$ cat src/rtl/chain_seq_pkg.sv
// ============================================================================
//  Module   : chain_seq_pkg
//  Purpose  : Shared state encoding, LFSR tap mask and fail_idx width for the
//             inverter delay-chain test sequencer.
//  Revision : 1.0 - initial release
// ============================================================================
`default_nettype none

package chain_seq_pkg;

    typedef enum logic [2:0] {
        S_IDLE      = 3'd0,
        S_BYP_RUN   = 3'd1,
        S_BYP_FLUSH = 3'd2,
        S_CHN_RUN   = 3'd3,
        S_CHN_FLUSH = 3'd4,
        S_DONE      = 3'd5
    } chain_state_e;

    // Taps 16,14,13,11 of a right-shifting Fibonacci LFSR land on bits 0,2,3,5.
    localparam logic [15:0] LFSR_TAP_MASK = 16'h002D;

    localparam int FAIL_IDX_W = 16;

endpackage

`default_nettype wire

$ cat src/rtl/chain_seq_lfsr.sv
// ============================================================================
//  Module   : chain_seq_lfsr
//  Purpose  : 16-bit Fibonacci LFSR with synchronous load and shift enable.
//  Revision : 1.0 - initial release
// ============================================================================
`default_nettype none

module chain_seq_lfsr
    import chain_seq_pkg::*;
(
    input  logic        clk,
    input  logic        rst,
    input  logic        load,
    input  logic [15:0] seed,
    input  logic        shift,
    output logic        lfsr_bit
);

    logic [15:0] lfsr_q;
    logic [15:0] lfsr_d;
    logic        w_feedback;

    always_comb begin
        w_feedback = ^(lfsr_q & LFSR_TAP_MASK);
        lfsr_d     = lfsr_q;
        if (load) begin
            lfsr_d = seed;
        end else if (shift) begin
            lfsr_d = {w_feedback, lfsr_q[15:1]};
        end
    end

    always_ff @(posedge clk) begin
        if (rst) begin
            lfsr_q <= seed;
        end else begin
            lfsr_q <= lfsr_d;
        end
    end

    assign lfsr_bit = lfsr_q[0];

endmodule

`default_nettype wire

$ cat src/rtl/chain_test_sequencer.sv
// ============================================================================
//  Module   : chain_test_sequencer
//  Purpose  : Drives a bypass phase then a chain phase into a testchain and
//             counts mismatches on its registered output per phase.
//             Optional macro CHAINSEQ_FAIL_IDX_EN enables first-failure index.
//  Revision : 1.0 - initial release
// ============================================================================
`default_nettype none

module chain_test_sequencer
    import chain_seq_pkg::*;
#(
    parameter int          N_TRIALS = 16,
    parameter int          LAT      = 2,
    parameter int          COUNT_W  = 8,
    parameter logic [15:0] SEED     = 16'hACE1
) (
    input  logic                  clk,
    input  logic                  rst,
    input  logic                  start,
    input  logic                  dout,
    output logic                  din,
    output logic                  test,
    output logic                  busy,
    output logic                  done,
    output logic                  pass,
    output logic [COUNT_W-1:0]    err_bypass,
    output logic [COUNT_W-1:0]    err_chain,
    output logic [FAIL_IDX_W-1:0] fail_idx
);

    localparam int TRIAL_W = 17;
    localparam logic [2:0] ST_IDLE      = S_IDLE;
    localparam logic [2:0] ST_BYP_RUN   = S_BYP_RUN;
    localparam logic [2:0] ST_BYP_FLUSH = S_BYP_FLUSH;
    localparam logic [2:0] ST_CHN_RUN   = S_CHN_RUN;
    localparam logic [2:0] ST_CHN_FLUSH = S_CHN_FLUSH;
    localparam logic [2:0] ST_DONE      = S_DONE;

    localparam logic [TRIAL_W-1:0] c_run_last   = TRIAL_W'(N_TRIALS - 1);
    localparam logic [TRIAL_W-1:0] c_flush_last = TRIAL_W'(N_TRIALS + LAT - 1);
    localparam logic [TRIAL_W-1:0] c_lat        = TRIAL_W'(LAT);
    localparam logic [COUNT_W-1:0] c_err_max    = '1;

    logic [2:0]         state_q,   state_d;
    logic [TRIAL_W-1:0] trial_q,   trial_d;
    logic [LAT-1:0]     exp_q,     exp_d;
    logic [LAT-1:0]     vld_q,     vld_d;
    logic [COUNT_W-1:0] err_byp_q, err_byp_d;
    logic [COUNT_W-1:0] err_chn_q, err_chn_d;
    logic               din_q,  din_d;
    logic               test_q, test_d;
    logic               busy_q, busy_d;
    logic               done_q, done_d;
    logic               pass_q, pass_d;

    logic w_accept, w_run, w_active, w_chain_ph, w_phase_end, w_mismatch;
    logic w_lfsr_load, w_lfsr_bit;

    always_comb begin
        w_accept    = start && ((state_q == ST_IDLE) || (state_q == ST_DONE));
        w_run       = (state_q == ST_BYP_RUN) || (state_q == ST_CHN_RUN);
        w_active    = (state_q != ST_IDLE) && (state_q != ST_DONE);
        w_chain_ph  = (state_q == ST_CHN_RUN) || (state_q == ST_CHN_FLUSH);
        w_phase_end = ((state_q == ST_BYP_FLUSH) || (state_q == ST_CHN_FLUSH))
                      && (trial_q == c_flush_last);
        w_mismatch  = vld_q[LAT-1] && (dout != exp_q[LAT-1]);
        // Second phase replays the exact same pattern as the first.
        w_lfsr_load = w_accept || ((state_q == ST_BYP_FLUSH) && w_phase_end);

        state_d = state_q;
        case (state_q)
            ST_IDLE, ST_DONE: if (w_accept)                state_d = ST_BYP_RUN;
            ST_BYP_RUN:       if (trial_q == c_run_last)   state_d = ST_BYP_FLUSH;
            ST_BYP_FLUSH:     if (w_phase_end)             state_d = ST_CHN_RUN;
            ST_CHN_RUN:       if (trial_q == c_run_last)   state_d = ST_CHN_FLUSH;
            ST_CHN_FLUSH:     if (w_phase_end)             state_d = ST_DONE;
            default:                                       state_d = ST_IDLE;
        endcase

        if (w_accept || w_phase_end) begin
            trial_d = '0;
        end else if (w_active) begin
            trial_d = trial_q + TRIAL_W'(1);
        end else begin
            trial_d = trial_q;
        end

        exp_d    = '0;
        vld_d    = '0;
        exp_d[0] = w_lfsr_bit;
        vld_d[0] = w_run;
        for (int i = 1; i < LAT; i++) begin
            exp_d[i] = exp_q[i-1];
            vld_d[i] = vld_q[i-1];
        end
        if (w_accept || w_phase_end) begin
            vld_d = '0;
        end

        err_byp_d = err_byp_q;
        err_chn_d = err_chn_q;
        if (w_accept) begin
            err_byp_d = '0;
            err_chn_d = '0;
        end else if (w_mismatch) begin
            if (w_chain_ph) begin
                if (err_chn_q != c_err_max) err_chn_d = err_chn_q + COUNT_W'(1);
            end else begin
                if (err_byp_q != c_err_max) err_byp_d = err_byp_q + COUNT_W'(1);
            end
        end

        din_d  = w_run ? w_lfsr_bit : din_q;
        test_d = w_chain_ph;
        busy_d = w_active;
        done_d = (state_q == ST_DONE) && !w_accept;
        pass_d = done_d && (err_byp_q == '0) && (err_chn_q == '0);
    end

    always_ff @(posedge clk) begin
        if (rst) begin
            state_q   <= ST_IDLE;
            trial_q   <= '0;
            exp_q     <= '0;
            vld_q     <= '0;
            err_byp_q <= '0;
            err_chn_q <= '0;
            din_q     <= 1'b0;
            test_q    <= 1'b0;
            busy_q    <= 1'b0;
            done_q    <= 1'b0;
            pass_q    <= 1'b0;
        end else begin
            state_q   <= state_d;
            trial_q   <= trial_d;
            exp_q     <= exp_d;
            vld_q     <= vld_d;
            err_byp_q <= err_byp_d;
            err_chn_q <= err_chn_d;
            din_q     <= din_d;
            test_q    <= test_d;
            busy_q    <= busy_d;
            done_q    <= done_d;
            pass_q    <= pass_d;
        end
    end

    chain_seq_lfsr u_lfsr (
        .clk      (clk),
        .rst      (rst),
        .load     (w_lfsr_load),
        .seed     (SEED),
        .shift    (w_run),
        .lfsr_bit (w_lfsr_bit)
    );

`ifdef CHAINSEQ_FAIL_IDX_EN
    logic [FAIL_IDX_W-1:0] fail_idx_q, fail_idx_d;
    logic                  fail_seen_q, fail_seen_d;
    logic [14:0]           w_head_idx;

    // The pipeline head was driven LAT cycles before the current trial count.
    always_comb begin
        w_head_idx  = 15'(trial_q - c_lat);
        fail_idx_d  = fail_idx_q;
        fail_seen_d = fail_seen_q;
        if (w_accept) begin
            fail_idx_d  = '0;
            fail_seen_d = 1'b0;
        end else if (w_mismatch && !fail_seen_q) begin
            fail_idx_d  = {w_chain_ph, w_head_idx};
            fail_seen_d = 1'b1;
        end
    end

    always_ff @(posedge clk) begin
        if (rst) begin
            fail_idx_q  <= '0;
            fail_seen_q <= 1'b0;
        end else begin
            fail_idx_q  <= fail_idx_d;
            fail_seen_q <= fail_seen_d;
        end
    end

    assign fail_idx = fail_idx_q;
`else
    assign fail_idx = '0;
`endif

    assign din        = din_q;
    assign test       = test_q;
    assign busy       = busy_q;
    assign done       = done_q;
    assign pass       = pass_q;
    assign err_bypass = err_byp_q;
    assign err_chain  = err_chn_q;

endmodule

`default_nettype wire

$ cat config.mk
export PLATFORM = sky130hd
export DESIGN_NAME = chain_test_sequencer
export DESIGN_NICKNAME = d
export VERILOG_FILES = /design/src/rtl/chain_seq_pkg.sv /design/src/rtl/chain_seq_lfsr.sv /design/src/rtl/chain_test_sequencer.sv
export SDC_FILE = /design/constraint.sdc
export NUM_CORES = 1
export LEC_CHECK = 0
export BUFFER_PORTS_ARGS = -buffer_cell sky130_fd_sc_hd__clkbuf_2
export CORE_ASPECT_RATIO = 1.5
export CORE_MARGIN = 2
export CORE_UTILIZATION = 55
export CTS_BUF_LIST = sky130_fd_sc_hd__clkbuf_2 sky130_fd_sc_hd__clkbuf_4 sky130_fd_sc_hd__clkbuf_8
export CTS_CLUSTER_DIAMETER = 50
export DETAILED_ROUTE_END_ITERATION = 16
export PLACE_DENSITY_LB_ADDON = 0.12
export RECOVER_POWER = 100
export SLEW_MARGIN = 40
export SYNTH_ARGS = -nofsm -noshare
export SYNTH_HDL_FRONTEND = slang
export SYNTH_SLANG_ARGS = --single-unit
$ cat constraint.sdc
create_clock -name clk -period 2 [get_ports clk]
set_input_delay 0.5 -clock clk [delete_from_list [all_inputs] [get_ports clk]]
set_output_delay 0.5 -clock clk [all_outputs]
set_load 0.05 [all_outputs]
Word level (Yosys, flattened, before mapping)
Cells that the tools add are included.
{"block": "word_totals", "mem_bits_ro": 0, "input_bits": 4, "register_bits": 61, "out_inout_bits": 37, "mem_count": 0, "latch_bits": 0, "ram_bits": 0, "word_cells": 65}
{"block": "op_classes", "n_eq_ne": 16, "multipliers": 0, "n_bitwise": 1, "n_shift": 0, "addsub": 3, "reduce_logical": 27, "mux": 6, "order_cmp": 0, "n_div": 0}
{"cell": "17-bit by 1-bit adder with 17-bit output, second input constant", "n": 1}
{"cell": "17-bit by 4-bit == test with 1-bit output, second input constant", "n": 1}
{"cell": "17-bit by 5-bit == test with 1-bit output, second input constant", "n": 1}
{"cell": "8-bit by 1-bit adder with 8-bit output, second input constant", "n": 2}
{"cell": "8-bit zero test", "n": 2}
{"cell": "8-bit != test, second input constant", "n": 2}
{"cell": "16-bit parity", "n": 1}
{"cell": "3-bit 2-to-1 mux", "n": 5}
{"cell": "3-bit case mux with 5 select lines", "n": 1}
{"cell": "1-bit logical AND", "n": 8}
{"cell": "2-bit OR reduction", "n": 4}
{"cell": "3-bit by 2-bit == test with 1-bit output, second input constant", "n": 2}
{"cell": "3-bit == test, second input constant", "n": 2}
{"cell": "1-bit logical OR", "n": 6}
{"cell": "2-bit != test, second input constant", "n": 3}
{"cell": "3-bit AND reduction", "n": 2}
{"cell": "5-bit AND reduction", "n": 1}
{"cell": "2-bit by 1-bit != test with 1-bit output, second input constant", "n": 2}
{"cell": "3-bit by 1-bit == test with 1-bit output, second input constant", "n": 1}
{"cell": "3-bit zero test", "n": 1}
{"cell": "3-bit != test, second input constant", "n": 1}
{"cell": "3-bit nonzero test", "n": 1}
{"cell": "1-bit zero test", "n": 1}
{"cell": "1-bit != test", "n": 1}
{"cell": "1-bit NOT", "n": 1}

Depth between registers and ports, before layout
{"block": "depth", "depth_word": 7, "ltp_mapped": 7, "mapped_depth_nobuf": 6}

By module
A second synthesis with hierarchy kept.
{"block": "unflattened", "hier_cells": 321, "area_unflattened_um2": 3218.1}
{"mod": "chain_test_sequencer", "instances": 1, "area_per_inst_um2": 2464.9, "cells_per_inst": 282, "seq_area_each_um2": 900.9}
{"mod": "chain_seq_lfsr", "instances": 1, "area_per_inst_um2": 753.2, "cells_per_inst": 39, "seq_area_each_um2": 480.5}

Worst setup path before layout
No wires, ideal clock.
{"block": "synth_path", "path_kind": "register to register", "start": "register err_chn_q[2], in the netlist err_chain[2]", "end": "register err_chn_q[5], in the netlist err_chain[5]", "n_path_buf": 0, "t_arrival_ns": 1.668, "setup_time_ns": 0.115, "path_slack_ns": 0.217, "required_ns": 1.885, "period_less_slack_ns": 1.783, "stages_incl_launch_ff": 5, "path_cell_list": "dfxtp_1 -> nand4_1 -> nor3_1 -> nor4_1 -> o21a_1"}
{"block": "synth_via", "elab_chain_cells": 2, "word_cells_on_any_way": 3, "classes_between": "1 x add/sub; 1 x eq/ne; 1 x reduce/logical"}
{"item": "start: declaration", "line_no": "chain_test_sequencer.sv:50", "text": "logic [COUNT_W-1:0] err_chn_q, err_chn_d;"}
{"item": "start signal: assignment", "line_no": "chain_test_sequencer.sv:140", "text": "err_chn_q <= err_chn_d;"}
{"item": "parallel branches: the longest is 2 deep, another holds 8-bit by 1-bit adder with 8-bit output"}
Several ways; the timed one is not identified.
A chain may end at the register's enable or synchronous reset.

Worst setup path in the final report
{"block": "layout_path", "start": "register state_q[2]", "end": "register err_chn_q[3], in the netlist err_chain[3]"}
{"block": "layout_via", "elab_chain_cells": 4, "word_cells_on_any_way": 9, "classes_between": "3 x eq/ne; 6 x reduce/logical"}
{"item": "start: declaration", "line_no": "chain_test_sequencer.sv:45", "text": "logic [2:0] state_q, state_d;"}
{"item": "start signal: assignment", "line_no": "chain_test_sequencer.sv:135", "text": "state_q <= state_d;"}
{"item": "3-bit == test / 3-bit zero test (equally long branches)", "line_no": "chain_test_sequencer.sv:61", "text": "w_accept = start && ((state_q == ST_IDLE) || (state_q == ST_DONE));"}
{"item": "1-bit logical OR", "line_no": "chain_test_sequencer.sv:61"}
{"item": "1-bit logical AND", "line_no": "chain_test_sequencer.sv:61"}
{"item": "2-bit OR reduction (no source line)"}
Several ways; a longest one is shown, not always the timed one.

==> flow_metrics.py <==
metrics = {
    "status": {
        "status": "finished, final reports clean",
    },
    "die": {
        "start_util_pct": 57.13,
        "rows": 32,
        "die_h_um": 93.36,
        "ios": 41,
        "die_w_um": 63.57,
        "dieArea_um2": 5935,
        "coreArea_um2": 5125,
    },
    "pwr": {
        "p_comb_share_pct": 8.0,
        "ir_drop_mv": 0.6180,
        "power_uw": 2632,
        "p_sw_share_pct": 24.66,
        "powerDensity_nw_per_um2": 799.7,
        "clkPwrFrac_pct": 44.1,
        "seqPwrFrac_pct": 47.9,
        "power_leakage_uw": 0.001174,
        "power.net_switching_uw": 648.9,
        "p_int_uw": 1983,
    },
    "global_routing": {
        "antenna_found_initial": 0,
        "grt_pass1_wl_mm": 10.47,
        "grt.total_usage_pct": 22.19,
        "grt_pass1_vias": 2375,
        "grt_max_degree": 20,
        "grt_overflow_total": 0,
    },
    "clock_network": {
        "cts_sinks": 61,
        "cts-root-buf": "clkbuf_8",
        "clkTransAtPathRegs_ps": 70,
        "cts_max_path_buffers": 2,
        "cts.htree.levels": 3,
        "hold_buffers": 0,
        "clk_latency_ps": 340,
        "cts_buffers": 9,
        "cts_tree": "yes",
    },
    "sta": {
        "tightestPinTransition_ps": 674.1,
        "rsz0062_at_grt": "no",
        "min_period_ps": 1854,
        "hold_viol": 0,
        "period_share_pct": 92.69,
        "slew_headroom_pct": 55.02,
        "setup_violations": 0,
        "final_max_slew_viol_count": 0,
        "finalClockSkew_ps": 7.263,
        "fin_worst_hold_slack_ps": 414.6,
        "worst_slack_ps": 146.2,
        "max_freq_mhz": 539.4,
        "setup_tns_ps": 0,
    },
    "layout": {
        "nets": 394,
        "drive_above_1_share_pct": 8.740,
        "syn2layout_area_growth_pct": 12.39,
        "diodes": 0,
    },
    "logic_synthesis": {
        "synth_cells": 349,
        "yosysUniqueCellTypes": 42,
        "synthTopCellsByCount": "61 x dfxtp_1, 44 x nand2_1, 35 x a21oi_1",
        "postSynthRegisterBits": 61,
        "synth-edff-count": 0,
        "ys_warn_count": 0,
        "avgSynthCellArea_um2": 8.389,
        "ys_async_sr_fraction_pct": 0,
        "synth_largest_area_cell": "dfxtp_1",
        "synth-main-ff-cell": "dfxtp_1",
        "syn_area_um2": 2928,
        "synth_area_leaders": "dfxtp_1 42%, a21oi_1 6.0%, nand2_1 5.6%",
        "synth_top_area_share_pct": 41.71,
        "seq_area_frac_synth_pct": 41.71,
        "synth.most_common_cell": "dfxtp_1",
    },
    "route": {
        "dr.pass1.iters": 4,
        "antenna_left": 0,
        "wire_per_inst_um": 13.23,
        "initialDrtViolationCount": 160,
        "drc_errors": 0,
        "finalWirelength_mm": 6.047,
        "routed_via_density": 5.613,
        "vias": 2565,
    },
    "setup_path": {
        "end_kind": "register",
        "cp.required_ps": 2260,
        "timing.rr.end": "err_chain[3]$_SDFFE_PP0P_",
        "worstPathArrival_ps": 2110,
        "endpoint": "err_chain[3]$_SDFFE_PP0P_",
        "startpoint": "state_q[2]$_SDFFE_PP0P_",
        "crit_type": "reg2reg",
        "r2r-start": "state_q[2]$_SDFFE_PP0P_",
        "critPathMaxFanout": 8,
        "cp-start-kind": "register",
        "ff2ff_path_depth": 4,
        "reg2reg_slack_ps": 150,
    },
    "placed_design": {
        "place_congestion": 0.8136,
        "preCtsSetupSlack_ps": 7.018,
        "hpwl_mm": 4.283,
        "port-buffer-count": 24,
    },
    "min_path": {
        "hold_path_class": "reg2reg",
        "worstHoldStart": "vld_q[0]$_SDFF_PP0_",
    },
    "flow_run": {
        "maxCapViolations": 0,
    },
}
## area by class of cell
class | instances | area, um^2
fill | 479 | 1834
multi-input combinational | 263 | 1545
sequential | 61 | 1222
timing repair buffer | 38 | 181.4
clock buffer | 13 | 172.7
tap | 68 | 85.08
clock inverter | 3 | 42.54
inverter | 11 | 41.29
## critical path, stage by stage, from the launching register on
cell and delay (ps):
dfxtp_1 450, nor3b_4 300, o211ai_1 280, or4_1 570, a21oi_1 180
## cell families (layout without fill, tap and decap cells)
group	after synthesis	count (layout)	synth area share [%]
and+or+nand+nor	143	143	25.73
AOI/OAI and AO/OA	86	86	18.55
DFF	61	61	41.71
buffers and inverters	40	65	7.479
xor gates and xnor gates	12	12	3.846
adders and majority gates	6	6	2.564
other	1	16	0.1281
## worst min-delay path by stage
stage | slack, ps | endpoint | cells past startpoint
global route | 430 | vld_q[1]$_SDFF_PP0_ | 2
CTS | 420 | vld_q[1]$_SDFF_PP0_ | 2
detailed placement | 410 | vld_q[1]$_SDFF_PP0_ | 2
finish | 410 | vld_q[1]$_SDFF_PP0_ | 2
global placement | 400 | vld_q[1]$_SDFF_PP0_ | 2
floorplan | 390 | vld_q[1]$_SDFF_PP0_ | 2
## flip-flops by register name, indices dropped and copies added, names as in the netlist, 2 cells and up
| name | flops |
|---|---|
| exp_q | 2 |
| err_bypass | 8 |
| trial_q | 17 |
| u_lfsr.lfsr_q | 16 |
| err_chain | 8 |
| vld_q | 2 |
| state_q | 3 |
## power groups by stage
| stage | Clock [uW] | Combinational [uW] | Sequential, uW |
|---|---|---|---|
| floorplan | 0 | 185 | 1300 |
| global placement | 0 | 218 | 1290 |
| detailed placement | 0 | 220 | 1290 |
| CTS | 1180 | 221 | 1260 |
| global route | 1230 | 233 | 1260 |
| finish | 1160 | 211 | 1260 |
## per-layer routing
layer / global-route usage, % / part of all wire [%] / up-vias
li1: - / - / 1298
met1: 24.31 / 42 / 1201
met2: 39.39 / 52 / 47
met3: 4.813 / 3.4 / 19
met4: 11.96 / 2.8 / 0
met5: 0 / 0 / -
## cell usage in the layout (no fill, tap or decap), types with 12 or more instances in the layout
master,n
dfxtp_1,60
nand2_1,44
a21oi_1,35
clkbuf_1,25
nand3_1,20
o21ai_0,19
nor2_1,16
conb_1,16
or3_1,14
clkbuf_8,12
## what timing repair did
item,in CTS,in global routing
buffers inserted,0,0
endpoints found under the setup margin,0,2
resized for setup,0,2
## per-stage QoR
step           utilization (%)  instances  cell area (um^2)
2_1_floorplan                -        364              2984
3_3_place_gp             61.06        441              3129
3_5_place_dp             61.06        441              3129
4_1_cts                  65.26        457              3344
5_1_grt                  64.21        457              3291
6_report                 64.21        457              3291
Power figures use the tool's default switching activity.
